<file path="src/rtl/turn_sequencer_pkg.sv">
// Shared Connect-4 definitions: FSM state encoding, winner-detector status codes
// and board geometry used by the turn sequencer and its interface.
package connect4_pkg;

    localparam int N_COLS  = 4;
    localparam int N_ROWS  = 4;
    localparam int N_CELLS = N_COLS * N_ROWS;

    typedef enum logic [2:0] {
        IDLE  = 3'd0,
        CHECK = 3'd1,
        PLACE = 3'd2,
        EVAL  = 3'd3,
        OVER  = 3'd4
    } state_t;

    typedef logic [1:0] status_t;

    localparam status_t ONGOING = 2'b00;
    localparam status_t P0_WIN  = 2'b01;
    localparam status_t P1_WIN  = 2'b10;
    localparam status_t DRAW    = 2'b11;

    // 11 from the detector is not a result; only the two win codes end the game.
    function automatic logic is_win(input status_t s);
        return (s == P0_WIN) || (s == P1_WIN);
    endfunction

endpackage

</file>
<file path="src/rtl/turn_sequencer_if.sv">
// Player/detector-facing signal bundle of the turn sequencer; the sequencer
// takes the slave side, the environment (buttons, detector) the master side.
interface turn_sequencer_if;
    import connect4_pkg::*;

    logic                 btn;
    logic [N_COLS-1:0]    col_sel;
    status_t              game_status;
    logic                 eval_done;
    logic                 eval_req;
    logic [N_CELLS-1:0]   gameboard;
    logic [N_CELLS-1:0]   player_cells;
    logic                 player;
    status_t              final_status;
    logic                 reject_pulse;
    logic                 timeout_pulse;

    modport master (
        output btn, col_sel, game_status, eval_done,
        input  eval_req, gameboard, player_cells, player, final_status,
               reject_pulse, timeout_pulse
    );

    modport slave (
        input  btn, col_sel, game_status, eval_done,
        output eval_req, gameboard, player_cells, player, final_status,
               reject_pulse, timeout_pulse
    );

endinterface

</file>
<file path="src/rtl/turn_sequencer_press_edge.sv">
// Turns the raw drop-piece button level into a registered one-cycle press pulse
// on each 0->1 transition; a held button yields a single pulse.
module press_edge (
    input  logic clk,
    input  logic reset,
    input  logic btn_i,
    output logic press_o
);

    logic btn_q;
    logic press_q;

    // Remember the previous level and flag a rising transition.
    always_ff @(posedge clk) begin
        if (reset) begin
            btn_q   <= 1'b0;
            press_q <= 1'b0;
        end else begin
            btn_q   <= btn_i;
            press_q <= btn_i & ~btn_q;
        end
    end

    assign press_o = press_q;

endmodule

</file>
<file path="src/rtl/turn_sequencer.sv">
// Connect-4 turn sequencer: accepts a column press, validates it, drops the piece,
// asks the winner detector to evaluate and advances the turn or ends the game.
// Optional MOVE_TIMEOUT_EN forfeits a turn after TIMEOUT_CYCLES idle cycles.
module turn_sequencer
    import connect4_pkg::*;
#(
    parameter int TIMEOUT_CYCLES = 50
) (
    input  logic            clk,
    input  logic            reset,
    turn_sequencer_if.slave bus
);

    state_t               state_q;
    logic [N_COLS-1:0]    col_sel_q;
    logic [2:0]           height_q [N_COLS];
    logic [4:0]           moves_q;
    logic [N_CELLS-1:0]   board_q;
    logic [N_CELLS-1:0]   cells_q;
    logic                 player_q;
    status_t              final_q;
    logic                 eval_req_q;
    logic                 reject_q;

    logic                 press_s;
    logic                 col_ok_s;
    logic [1:0]           col_idx_s;
    logic [2:0]           col_h_s;
    logic [3:0]           cell_idx_s;
    logic [2:0]           height_d;
    logic [4:0]           moves_d;

`ifdef MOVE_TIMEOUT_EN
    localparam int TO_W = (TIMEOUT_CYCLES > 1) ? $clog2(TIMEOUT_CYCLES) : 1;
    logic [TO_W-1:0]      to_cnt_q;
    logic                 timeout_q;
`endif

    press_edge u_press_edge (
        .clk     (clk),
        .reset   (reset),
        .btn_i   (bus.btn),
        .press_o (press_s)
    );

    // Decode the latched column selection and the target cell of the move.
    always_comb begin
        col_ok_s  = 1'b1;
        col_idx_s = 2'd0;
        case (col_sel_q)
            4'b0001: col_idx_s = 2'd0;
            4'b0010: col_idx_s = 2'd1;
            4'b0100: col_idx_s = 2'd2;
            4'b1000: col_idx_s = 2'd3;
            default: col_ok_s  = 1'b0;
        endcase
        col_h_s    = height_q[col_idx_s];
        cell_idx_s = {col_idx_s, col_h_s[1:0]};
        height_d   = col_h_s + 3'd1;
        moves_d    = moves_q + 5'd1;
    end

    // Turn FSM together with the board, per-column heights and all registered outputs.
    always_ff @(posedge clk) begin
        if (reset) begin
            state_q    <= IDLE;
            col_sel_q  <= 4'b0000;
            for (int c = 0; c < N_COLS; c++) begin
                height_q[c] <= 3'd0;
            end
            moves_q    <= 5'd0;
            board_q    <= 16'h0000;
            cells_q    <= 16'h0000;
            player_q   <= 1'b0;
            final_q    <= ONGOING;
            eval_req_q <= 1'b0;
            reject_q   <= 1'b0;
`ifdef MOVE_TIMEOUT_EN
            to_cnt_q   <= {TO_W{1'b0}};
            timeout_q  <= 1'b0;
`endif
        end else begin
            reject_q  <= 1'b0;
`ifdef MOVE_TIMEOUT_EN
            timeout_q <= 1'b0;
`endif
            case (state_q)
                IDLE: begin
                    if (press_s) begin
                        col_sel_q <= bus.col_sel;
                        state_q   <= CHECK;
`ifdef MOVE_TIMEOUT_EN
                        to_cnt_q  <= {TO_W{1'b0}};
                    end else if (to_cnt_q == TO_W'(TIMEOUT_CYCLES - 1)) begin
                        player_q  <= ~player_q;
                        timeout_q <= 1'b1;
                        to_cnt_q  <= {TO_W{1'b0}};
                    end else begin
                        to_cnt_q  <= to_cnt_q + TO_W'(1);
`endif
                    end
                end
                CHECK: begin
                    if (col_ok_s && (col_h_s != 3'd4)) begin
                        state_q  <= PLACE;
                    end else begin
                        reject_q <= 1'b1;
                        state_q  <= IDLE;
                    end
                end
                PLACE: begin
                    board_q[cell_idx_s]  <= 1'b1;
                    cells_q[cell_idx_s]  <= player_q;
                    height_q[col_idx_s]  <= height_d;
                    moves_q              <= moves_d;
                    eval_req_q           <= 1'b1;
                    state_q              <= EVAL;
                end
                EVAL: begin
                    if (bus.eval_done) begin
                        eval_req_q <= 1'b0;
                        if (is_win(bus.game_status)) begin
                            final_q <= bus.game_status;
                            state_q <= OVER;
                        end else if (moves_q == 5'd16) begin
                            final_q <= DRAW;
                            state_q <= OVER;
                        end else begin
                            player_q <= ~player_q;
                            state_q  <= IDLE;
                        end
                    end
                end
                OVER: begin
                    state_q <= OVER;
                end
                default: begin
                    state_q <= IDLE;
                end
            endcase
        end
    end

    assign bus.eval_req     = eval_req_q;
    assign bus.gameboard    = board_q;
    assign bus.player_cells = cells_q;
    assign bus.player       = player_q;
    assign bus.final_status = final_q;
    assign bus.reject_pulse = reject_q;

`ifdef MOVE_TIMEOUT_EN
    assign bus.timeout_pulse = timeout_q;
`else
    logic timeout_unused_s;
    assign timeout_unused_s  = (TIMEOUT_CYCLES == 0);
    assign bus.timeout_pulse = 1'b0;
`endif

endmodule

</file>
<file path="src/flat_wrapper.sv">
// flat-port wrapper written by rule: the top's interface ports become plain ports
module turn_sequencer_flat import connect4_pkg::*;
#(
    parameter int TIMEOUT_CYCLES = 50
)
  (clk, reset, bus_btn, bus_col_sel, bus_game_status, bus_eval_done, bus_eval_req, bus_gameboard, bus_player_cells, bus_player, bus_final_status, bus_reject_pulse, bus_timeout_pulse);
  turn_sequencer_if bus_i ();
  input  logic clk;
  input  logic reset;
  input wire logic [$bits(bus_i.btn)-1:0] bus_btn;
  input wire logic [$bits(bus_i.col_sel)-1:0] bus_col_sel;
  input wire logic [$bits(bus_i.game_status)-1:0] bus_game_status;
  input wire logic [$bits(bus_i.eval_done)-1:0] bus_eval_done;
  output wire logic [$bits(bus_i.eval_req)-1:0] bus_eval_req;
  output wire logic [$bits(bus_i.gameboard)-1:0] bus_gameboard;
  output wire logic [$bits(bus_i.player_cells)-1:0] bus_player_cells;
  output wire logic [$bits(bus_i.player)-1:0] bus_player;
  output wire logic [$bits(bus_i.final_status)-1:0] bus_final_status;
  output wire logic [$bits(bus_i.reject_pulse)-1:0] bus_reject_pulse;
  output wire logic [$bits(bus_i.timeout_pulse)-1:0] bus_timeout_pulse;
  assign bus_i.btn = bus_btn;
  assign bus_i.col_sel = bus_col_sel;
  assign bus_i.game_status = bus_game_status;
  assign bus_i.eval_done = bus_eval_done;
  assign bus_eval_req = bus_i.eval_req;
  assign bus_gameboard = bus_i.gameboard;
  assign bus_player_cells = bus_i.player_cells;
  assign bus_player = bus_i.player;
  assign bus_final_status = bus_i.final_status;
  assign bus_reject_pulse = bus_i.reject_pulse;
  assign bus_timeout_pulse = bus_i.timeout_pulse;
  turn_sequencer #(.TIMEOUT_CYCLES(TIMEOUT_CYCLES)) u_core (.clk(clk), .reset(reset), .bus(bus_i));
endmodule
</file>
<file path="config.mk">
export PLATFORM = sky130hd
export DESIGN_NAME = turn_sequencer_flat
export DESIGN_NICKNAME = d
export VERILOG_FILES = /design/src/rtl/turn_sequencer_pkg.sv /design/src/rtl/turn_sequencer_if.sv /design/src/rtl/turn_sequencer_press_edge.sv /design/src/rtl/turn_sequencer.sv /design/src/flat_wrapper.sv
export SDC_FILE = /design/constraint.sdc
export NUM_CORES = 1
export LEC_CHECK = 0
export BUFFER_PORTS_ARGS = -buffer_cell sky130_fd_sc_hd__buf_2
export CAP_MARGIN = 30
export CORE_MARGIN = 2
export CORE_UTILIZATION = 55
export DETAILED_ROUTE_END_ITERATION = 10
export PLACE_DENSITY = 0.78
export SYNTH_ARGS = -nofsm -noshare
export SYNTH_HDL_FRONTEND = slang
export SYNTH_SLANG_ARGS = --single-unit
</file>
<file path="constraint.sdc">
create_clock -name clk -period 3 [get_ports clk]
set_input_delay 0.15 -clock clk [delete_from_list [all_inputs] [get_ports clk]]
set_output_delay 0.15 -clock clk [all_outputs]
set_load 0.05 [all_outputs]
</file>
Word level (Yosys, flattened, before mapping)
Memory sizes are Yosys's and may differ from the RTL's.
Index checks and enable logic that the tools add are counted.
{"block": "classes", "magnitude_cmp": 2, "mux": 24, "n_reduce_logical": 14, "bitwise": 7, "n_eq_ne": 14, "addsub": 2}
{"operator": "$bwmux 16", "count": 1}
{"operator": "$or 16x16->16", "count": 1}
{"operator": "$mux 3", "count": 5}
{"operator": "$pmux 3 s5", "count": 1}
{"operator": "$mux 1", "count": 10}
{"operator": "$mux 2", "count": 4}
{"operator": "$eq 3x2->1 const B", "count": 2}
{"operator": "$pmux 2 s3", "count": 1}
{"operator": "$reduce_and 2->1", "count": 3}
{"operator": "$add 5x1->5 const B", "count": 1}
{"operator": "$eq 5x5->1 const B", "count": 1}
{"operator": "$lt 4x5->1 const B", "count": 1}
{"operator": "$not 1->1", "count": 5}
{"operator": "$demux 1 s4", "count": 1}
{"operator": "$eq 4x1->1 const B", "count": 1}
{"operator": "$eq 4x2->1 const B", "count": 1}
{"operator": "$eq 4x3->1 const B", "count": 1}
{"operator": "$eq 4x4->1 const B", "count": 1}
{"operator": "$ge 4x1->1 const B", "count": 1}
{"operator": "$ne 2x2->1 const B", "count": 2}
{"operator": "$reduce_and 4->1", "count": 1}
{"operator": "$reduce_bool 2->1", "count": 2}
{"operator": "$reduce_or 4->1", "count": 1}
{"operator": "$add 3x1->3 const B", "count": 1}
{"operator": "13 further kinds", "count": 14}
{"block": "totals", "ramBits": 12, "regBits": 51, "n_memories": 1, "in_bits": 10, "word_cells": 75}
{"memory": "u_core.height_q", "words": 4, "width": 3, "rd": 1, "rd_clocked_by_memory_dff": 0, "wr": 4, "line": "turn_sequencer.sv:16", "source": "logic [2:0] height_q [N_COLS];"}

Depth between registers and ports, before layout
Gate-level depths: netlist of run 1.
An unclocked memory read counts as a cell.
{"block": "logic_depth", "ltp_word": 8, "ltp_mapped": 9, "mapped_depth_nobuf": 8}

By module
From an unflattened synthesis of run 1, not the netlist that was laid out.
{"block": "unflattened", "hier_cells": 286, "area_unflattened_um2": 2845.2}
{"mod": "turn_sequencer", "area_each_um2": 2786.4, "instances": 1, "cells_per_inst": 282}
{"mod": "press_edge", "area_each_um2": 58.8, "instances": 1, "cells_per_inst": 4}

Worst setup path before layout of run 1
No wires, ideal clock.
{"block": "synth_timing", "path_type": "reg2reg", "start": "reg u_core.col_sel_q[1]", "end": "mem u_core.height_q[0][2] (data pin)", "setup_slack_ns": 0.803, "synth_period_minus_slack_ns": 2.197, "stages_incl_launch_ff": 9, "required_time_ns": 2.853, "setup_ns": 0.147, "path_buffers": 1, "arrival_time_ns": 2.050, "path_cell_list": "dfxtp_1 -> buf_2 -> o21ai_2 -> o311a_4 -> o221a_2 -> ha_1 -> inv_1 -> o311a_1 -> a21oi_1"}
{"element": "from (decl)", "line": "turn_sequencer.sv:15", "source": "logic [N_COLS-1:0] col_sel_q;"}
{"element": "from (signal assigned)", "line": "turn_sequencer.sv:90", "source": "col_sel_q <= bus.col_sel;"}
{"element": "to (decl)", "line": "turn_sequencer.sv:16"}

==> flow_summary.json, run 1 <==
{
  "ys_warn_count": 0,
  "tns_ns": 0,
  "synth_top_area_cell": "dfxtp_1",
  "seqPwrFrac_pct": 50.7,
  "cts_root_buf": "clkbuf_8",
  "synth_edf_count": 12,
  "syn_to_final_growth_pct": 16.6,
  "setup.worst_path.class": "flip-flop to flip-flop",
  "synthTopCellsByCount": "dfxtp_1 (51), nor2_1 (37), a21oi_1 (26)",
  "dpl_cell_area_mm2": 0.00305,
  "dpl_worst_slack_ns": 0.316,
  "wl_per_cell_um": 14.2,
  "dr.pass1.iters": 5,
  "reg2reg_slack_ns": 0.26,
  "gp_congestion": 0.947,
  "syn_area_mm2": 0.00279,
  "synth_seq_cells": 63,
  "nNetsFinal": 341,
  "leakagePower_uw": 0.00144,
  "wl_mm": 5.60,
  "drv_cap": 0,
  "rows": 25,
  "dr_total_vias": 2073,
  "reg2reg_depth": 7,
  "hold_viol": 0,
  "fin_crit_ns": 2.74,
  "hpwl_mm": 3.97,
  "outcome": "finished, final reports clean",
  "grt.total_usage_pct": 22.4,
  "fill_cells": 418,
  "synthFlopType": "dfxtp_1",
  "postSynth.asyncResetShare_pct": 0,
  "whs_ns": 0.0417,
  "maxSlewHeadroom_pct": 61.9,
  "core_mm2": 0.00482,
  "synth_cells": 279,
  "ctsResizeCount": 0,
  "ir_drop_uv": 385,
  "clock-sinks": 63,
  "cts_max_path_buffers": 2,
  "hold_class": "input port to flip-flop",
  "min_from": "bus_col_sel[0]",
  "layout_setup_ws_ns": 0.260,
  "setup_viol": 0,
  "cp-start-kind": "flip-flop",
  "ant_nets": 0,
  "grt_pass1_vias": 2004,
  "ys_seq_area_share_pct": 49.5,
  "yosysMostFrequentCell": "dfxtp_1",
  "holdBufCountCts": 0,
  "drv_slew": 0,
  "yosysUniqueCellTypes": 47,
  "start_util_pct": 58.0,
  "post_cts_buffers": 0,
  "die_x_um": 75.3,
  "fin_util_pct": 67.6,
  "yosys-top-cells-area": "dfxtp_1 (37%), edfxtp_1 (13%), mux2i_1 (6.8%), nor2_1 (5.0%), a21oi_1 (4.7%)",
  "grt_setup_unrepaired": "no",
  "switching_share_pct": 23.4,
  "synth_top_area_share_pct": 36.6,
  "grt_start_max_net_pins": 32,
  "avgSynthCellArea_um2": 10.0,
  "powerDensity_mw_per_mm2": 538,
  "hold_end": "u_core.col_sel_q[0]$_SDFFE_PP0P_",
  "r2r-start": "u_core.col_sel_q[2]$_SDFFE_PP0P_",
  "max_freq_mhz": 365,
  "cts_buffers": 9,
  "io_pins": 48,
  "ctsHtreeMaxLevel": 3,
  "syn_nets": 297,
  "pwr-share-clk_pct": 41.3,
  "vias_per_cell": 5.25,
  "drc_errors": 0,
  "dr.first_iter.drc_count": 144,
  "cts_tree": "built",
  "p_comb_share_pct": 8.0,
  "path_clk_slew_ns": 0.06,
  "worstPathRequired_ns": 3.18,
  "grt_pass1_wl_mm": 9.28,
  "worstSetupStartpoint": "u_core.col_sel_q[2]$_SDFFE_PP0P_",
  "die_area_mm2": 0.00566,
  "grt_antenna_before_repair": 0,
  "n_antenna_cell": 0,
  "final_area_mm2": 0.00326,
  "finalClockSkew_ns": 0.00512,
  "p_sw_uw": 410,
  "r2r_end": "u_core.height_q[2][2]$_SDFFCE_PN0P_",
  "portBuffers": 46,
  "insertion_delay_ns": 0.34,
  "period_share_pct": 91.3,
  "critPathCaptureType": "flip-flop",
  "grt_overflow": 0,
  "tightest_slew_ns": 0.571,
  "internal_power_uw": 1340,
  "hold_depth": 3,
  "worstPathArrival_ns": 2.92,
  "layout-drive-gt1-share_pct": 23.2,
  "path_max_fanout": 13,
  "fp.dieH_um": 75.3
}
==> registers in the layout, summed over array words and instances (netlist names) <==
signal                       count
u_core.bus.eval_req              1
u_core.bus.final_status          2
u_core.bus.gameboard            16
u_core.bus.player                1
u_core.bus.player_cells         16
u_core.bus.reject_pulse          1
u_core.col_sel_q                 4
u_core.height_q                 12
u_core.moves_q                   5
u_core.state_q                   3
u_core.u_press_edge.btn_q        1
u_core.u_press_edge.press_o      1
==> power groups by stage <==
| stage | combinational [µW] | sequential [µW] | clock [µW] |
|---|---|---|---|
| after floorplan | 110 | 904 | 0 |
| after global placement | 137 | 907 | 0 |
| after detailed placement | 140 | 908 | 0 |
| after CTS | 141 | 889 | 741 |
| after global routing | 156 | 891 | 778 |
| final | 140 | 890 | 724 |
==> cell usage in the layout (no fill, tap or decap), drive strengths merged, types with 6 or more instances in the layout <==
| cell | synthesis | layout |
|---|---|---|
| nor2b | 6 | 6 |
| clkbuf | 6 | 14 |
| mux2i | 19 | 19 |
| edfxtp | 12 | 12 |
| nand3 | 17 | 17 |
| nand2b | 9 | 9 |
| buf | 10 | 49 |
| a21oi | 26 | 26 |
| dfxtp | 51 | 51 |
| nor2 | 37 | 37 |
| inv | 25 | 25 |
| ha | 8 | 8 |
==> cell families (layout without fill, tap and decap cells) <==
| kind of cell | count (synthesis) | in the layout | synth area share, % |
|---|---|---|---|
| AOI/OAI and AO/OA | 47 | 47 | 11.9 |
| xor gates and xnor gates | 5 | 5 | 1.57 |
| adders and majority gates | 8 | 8 | 3.58 |
| buffers and inverters | 41 | 90 | 6.09 |
| DFF | 63 | 63 | 49.5 |
| muxes | 19 | 19 | 6.81 |
| other | 1 | 1 | 0.134 |
| and+or+nand+nor | 95 | 95 | 20.5 |
==> cell type report <==
class | instances | area [µm²] | area share, %
Sequential cell | 63 | 1380 | 42.4
Multi-Input combinational cell | 175 | 1240 | 38.1
Timing Repair Buffer | 49 | 253 | 7.76
Clock buffer | 14 | 194 | 5.95
Inverter | 25 | 93.8 | 2.88
Tap cell | 67 | 83.8 | 2.57
Clock inverter | 2 | 10.0 | 0.307
==> worst max path at each step <==
stage | end | cells after the start
after floorplan | u_core.height_q[0][2]$_SDFFCE_PN0P_ | 8
after global placement | u_core.height_q[3][2]$_DFFE_PP_ | 7
after detailed placement | u_core.height_q[2][2]$_SDFFCE_PN0P_ | 7
after CTS | u_core.height_q[2][2]$_SDFFCE_PN0P_ | 7
after global routing | u_core.height_q[2][2]$_SDFFCE_PN0P_ | 8
final | u_core.height_q[2][2]$_SDFFCE_PN0P_ | 7
==> routing by layer <==
| layer | share of wire, % | GRT usage, % |
|---|---|---|
| met5 | 0 | 0 |
| met4 | 1.1 | 12.7 |
| met3 | 4.7 | 5.22 |
| met2 | 49 | 34.8 |
| met1 | 46 | 28.9 |
==> stage by stage <==
step / power (µW) / instances
final: 1750 / 395
after floorplan: 1010 / 279
after detailed placement: 1050 / 379
after CTS: 1770 / 395
after global placement: 1040 / 379
after global routing: 1820 / 395
==> critical path, cell delays in order (launching register included) <==
cell and delay, ns:
dfxtp_1 0.66, nor2b_1 0.41, o311a_4 0.26, o221a_2 0.29, ha_1 0.32, inv_1 0.09, o311a_1 0.40, a21oi_1 0.15
Note: power is estimated with default switching activity, not from simulation.
==> run 2, diff against run 1 <==
--- a/config.mk
+++ b/config.mk
@@ -5,12 +5,12 @@
 export SDC_FILE = /design/constraint.sdc
 export NUM_CORES = 1
 export LEC_CHECK = 0
-export BUFFER_PORTS_ARGS = -buffer_cell sky130_fd_sc_hd__buf_2
+export BUFFER_PORTS_ARGS = -buffer_cell sky130_fd_sc_hd__buf_4
 export CAP_MARGIN = 30
-export CORE_MARGIN = 2
 export CORE_UTILIZATION = 55
 export DETAILED_ROUTE_END_ITERATION = 10
 export PLACE_DENSITY = 0.78
 export SYNTH_ARGS = -nofsm -noshare
 export SYNTH_HDL_FRONTEND = slang
+export SYNTH_HIERARCHICAL = 1
 export SYNTH_SLANG_ARGS = --single-unit
==> flow_summary.json, run 2 <==
{
  "drv_cap": 0,
  "grt_start_max_net_pins": 65,
  "cp_top_family": "compound AO/OA/AOI/OAI gates",
  "nNetsFinal": 345,
  "synthTopCellsByCount": "dfxtp_1 (51), nor2_1 (36), inv_1 (27)",
  "final_cell_mix": "dfxtp_1 (51), buf_4 (48), nor2_1 (36), inv_1 (27), a21oi_1 (24)",
  "grt_pass1_wl_mm": 9.34,
  "syn_area_mm2": 0.00285,
  "rows": 25,
  "setup.worst_path.class": "flip-flop to flip-flop",
  "die_area_mm2": 0.00546,
  "synth_seq_cells": 63,
  "drv_slew": 0,
  "setup_viol": 0,
  "dr_total_vias": 2123,
  "grt_antenna_before_repair": 0,
  "syn_nets": 304,
  "avgSynthCellArea_um2": 9.95,
  "cpPeakStageDelay_ns": 0.65,
  "grt_overflow": 0,
  "ctsResizeCount": 0,
  "syn_to_final_growth_pct": 18.7,
  "hpwl_mm": 3.93,
  "cts_buffers": 9,
  "post_cts_buffers": 0,
  "dr.pass1.iters": 4,
  "die_x_um": 73.9,
  "ctsHtreeMaxLevel": 3,
  "fp.dieH_um": 73.9,
  "final_cells": 399,
  "vias_per_cell": 5.32,
  "portBuffers": 46,
  "period_share_pct": 93.1,
  "fill_cells": 376,
  "critPathCaptureType": "flip-flop",
  "outcome": "finished, final reports clean",
  "wl_mm": 5.82,
  "n_antenna_cell": 0,
  "cts_max_path_buffers": 2,
  "powerDensity_mw_per_mm2": 518,
  "maxSlewHeadroom_pct": 50.4,
  "finalClockSkew_ns": 0.00597,
  "clock-sinks": 63,
  "start_util_pct": 58.7,
  "layout-drive-gt1-share_pct": 22.9,
  "placedCellCount": 383,
  "insertion_delay_ns": 0.33,
  "synth_cells": 286,
  "path_max_fanout": 14,
  "worstPathRequired_ns": 3.16,
  "ys_seq_area_share_pct": 48.5,
  "fin_crit_ns": 2.79,
  "path_clk_slew_ns": 0.07,
  "gp_congestion": 0.823,
  "holdBufCountCts": 0,
  "yosysMostFrequentCell": "dfxtp_1",
  "leakagePower_uw": 0.00140,
  "synth_top_area_share_pct": 35.9,
  "cp-start-kind": "flip-flop",
  "worstPathArrival_ns": 2.96,
  "grt_setup_unrepaired": "no",
  "cp_slowest_cell": "dfxtp_1",
  "synth_edf_count": 12,
  "tightest_slew_ns": 0.743,
  "cts_root_buf": "clkbuf_8",
  "final_common_cell": "dfxtp_1",
  "ys_warn_count": 6,
  "yosys-top-cells-area": "dfxtp_1 (36%), edfxtp_1 (13%), mux2i_1 (6.7%), nor2_1 (4.7%), a21oi_1 (4.2%)",
  "drc_errors": 0,
  "ant_nets": 0,
  "yosysUniqueCellTypes": 44,
  "tns_ns": 0,
  "io_pins": 48,
  "crit_chain": "xor2_1, o211a_4, o221a_2, ha_1, inv_1, o311a_4, a211oi_2",
  "hold_viol": 0,
  "crit_buf_inv": 1,
  "grt.total_usage_pct": 23.1,
  "dr.first_iter.drc_count": 151,
  "core_mm2": 0.00485,
  "ir_drop_uv": 321,
  "synth_top_area_cell": "dfxtp_1",
  "cts_tree": "built",
  "grt_pass1_vias": 1990,
  "max_freq_mhz": 358,
  "postSynth.asyncResetShare_pct": 0,
  "synthFlopType": "dfxtp_1",
  "hold_class": "input port to flip-flop",
  "wl_per_cell_um": 14.6
}
run 2: cell types whose count changed in the layout (fill, tap and decap cells not counted), sizes merged, moves of 3 or more:
cell    before  now
nor3b        5    8
nor2b        6    1
nand2        4    8
and3         3    0
a211oi       3    6
o21ai        4    7
nor3         1    4
run 2: worst paths after layout:
check | start | endpoint | slack [ns] | depth (start not counted)
setup / recovery | u_core/col_sel_q[1]$_SDFFE_PP0P_ | u_core/height_q[1][2]$_SDFFCE_PN0P_ | 0.21 | 7
hold / removal | bus_btn | u_core/u_press_edge/btn_q$_SDFF_PP0_ | 0.04 | 2
setup reg to reg | u_core/col_sel_q[1]$_SDFFE_PP0P_ | u_core/height_q[1][2]$_SDFFCE_PN0P_ | 0.21 | 7
hold reg to reg | u_core/u_press_edge/btn_q$_SDFF_PP0_ | u_core/u_press_edge/press_o$_SDFF_PP0_ | 0.41 | 1
run 2: kinds of logic after synthesis:
kind of cell | synth area share, %
flops | 48.5
buf+inv | 7.34
simple gates | 19.9
compound gates | 12.4
other cells | 0.132
xor+xnor | 1.54
mux | 6.68
fa+ha+maj | 3.52
run 2: where the power goes:
part | internal [µW] | switching [µW] | total (µW)
combinational | 57.1 | 93.1 | 150
clock | 399 | 309 | 707
sequential | 874 | 17.1 | 891
total | 1330 | 419 | 1750
run 2: final cells by class:
| cell class | instances | area, µm² | area share (%) |
|---|---|---|---|
| inverters | 27 | 101 | 3.00 |
| clock inverters | 2 | 10.0 | 0.296 |
| repair buffers | 48 | 360 | 10.7 |
| multi-input cells | 178 | 1250 | 37.2 |
| well taps | 67 | 83.8 | 2.48 |
| flip-flops and latches | 63 | 1380 | 40.9 |
| clock buffers | 14 | 185 | 5.48 |
run 2: metrics by stage:
stage,utilization (%),area [µm²],hold slack (ns),power [µW],setup slack [ns]
after floorplan,-,2850,0.221,1020,0.735
after global placement,65.6,3180,0.372,1050,0.443
after detailed placement,65.6,3180,0.376,1060,0.310
after CTS,69.7,3380,0.0221,1760,0.239
after global routing,69.7,3380,0.0450,1820,0.0638
final,69.7,3380,0.0360,1750,0.207
run 2: routing by layer:
metal | up-vias | part of all wire, % | wire, µm | track usage, %
li1 | 1060 | - | - | -
met1 | 1000 | 45 | 2630 | 31.0
met2 | 54 | 47 | 2750 | 34.5
met3 | 9 | 6.0 | 351 | 7.82
met4 | 0 | 1.6 | 91 | 8.97
met5 | - | 0 | 0 | 0
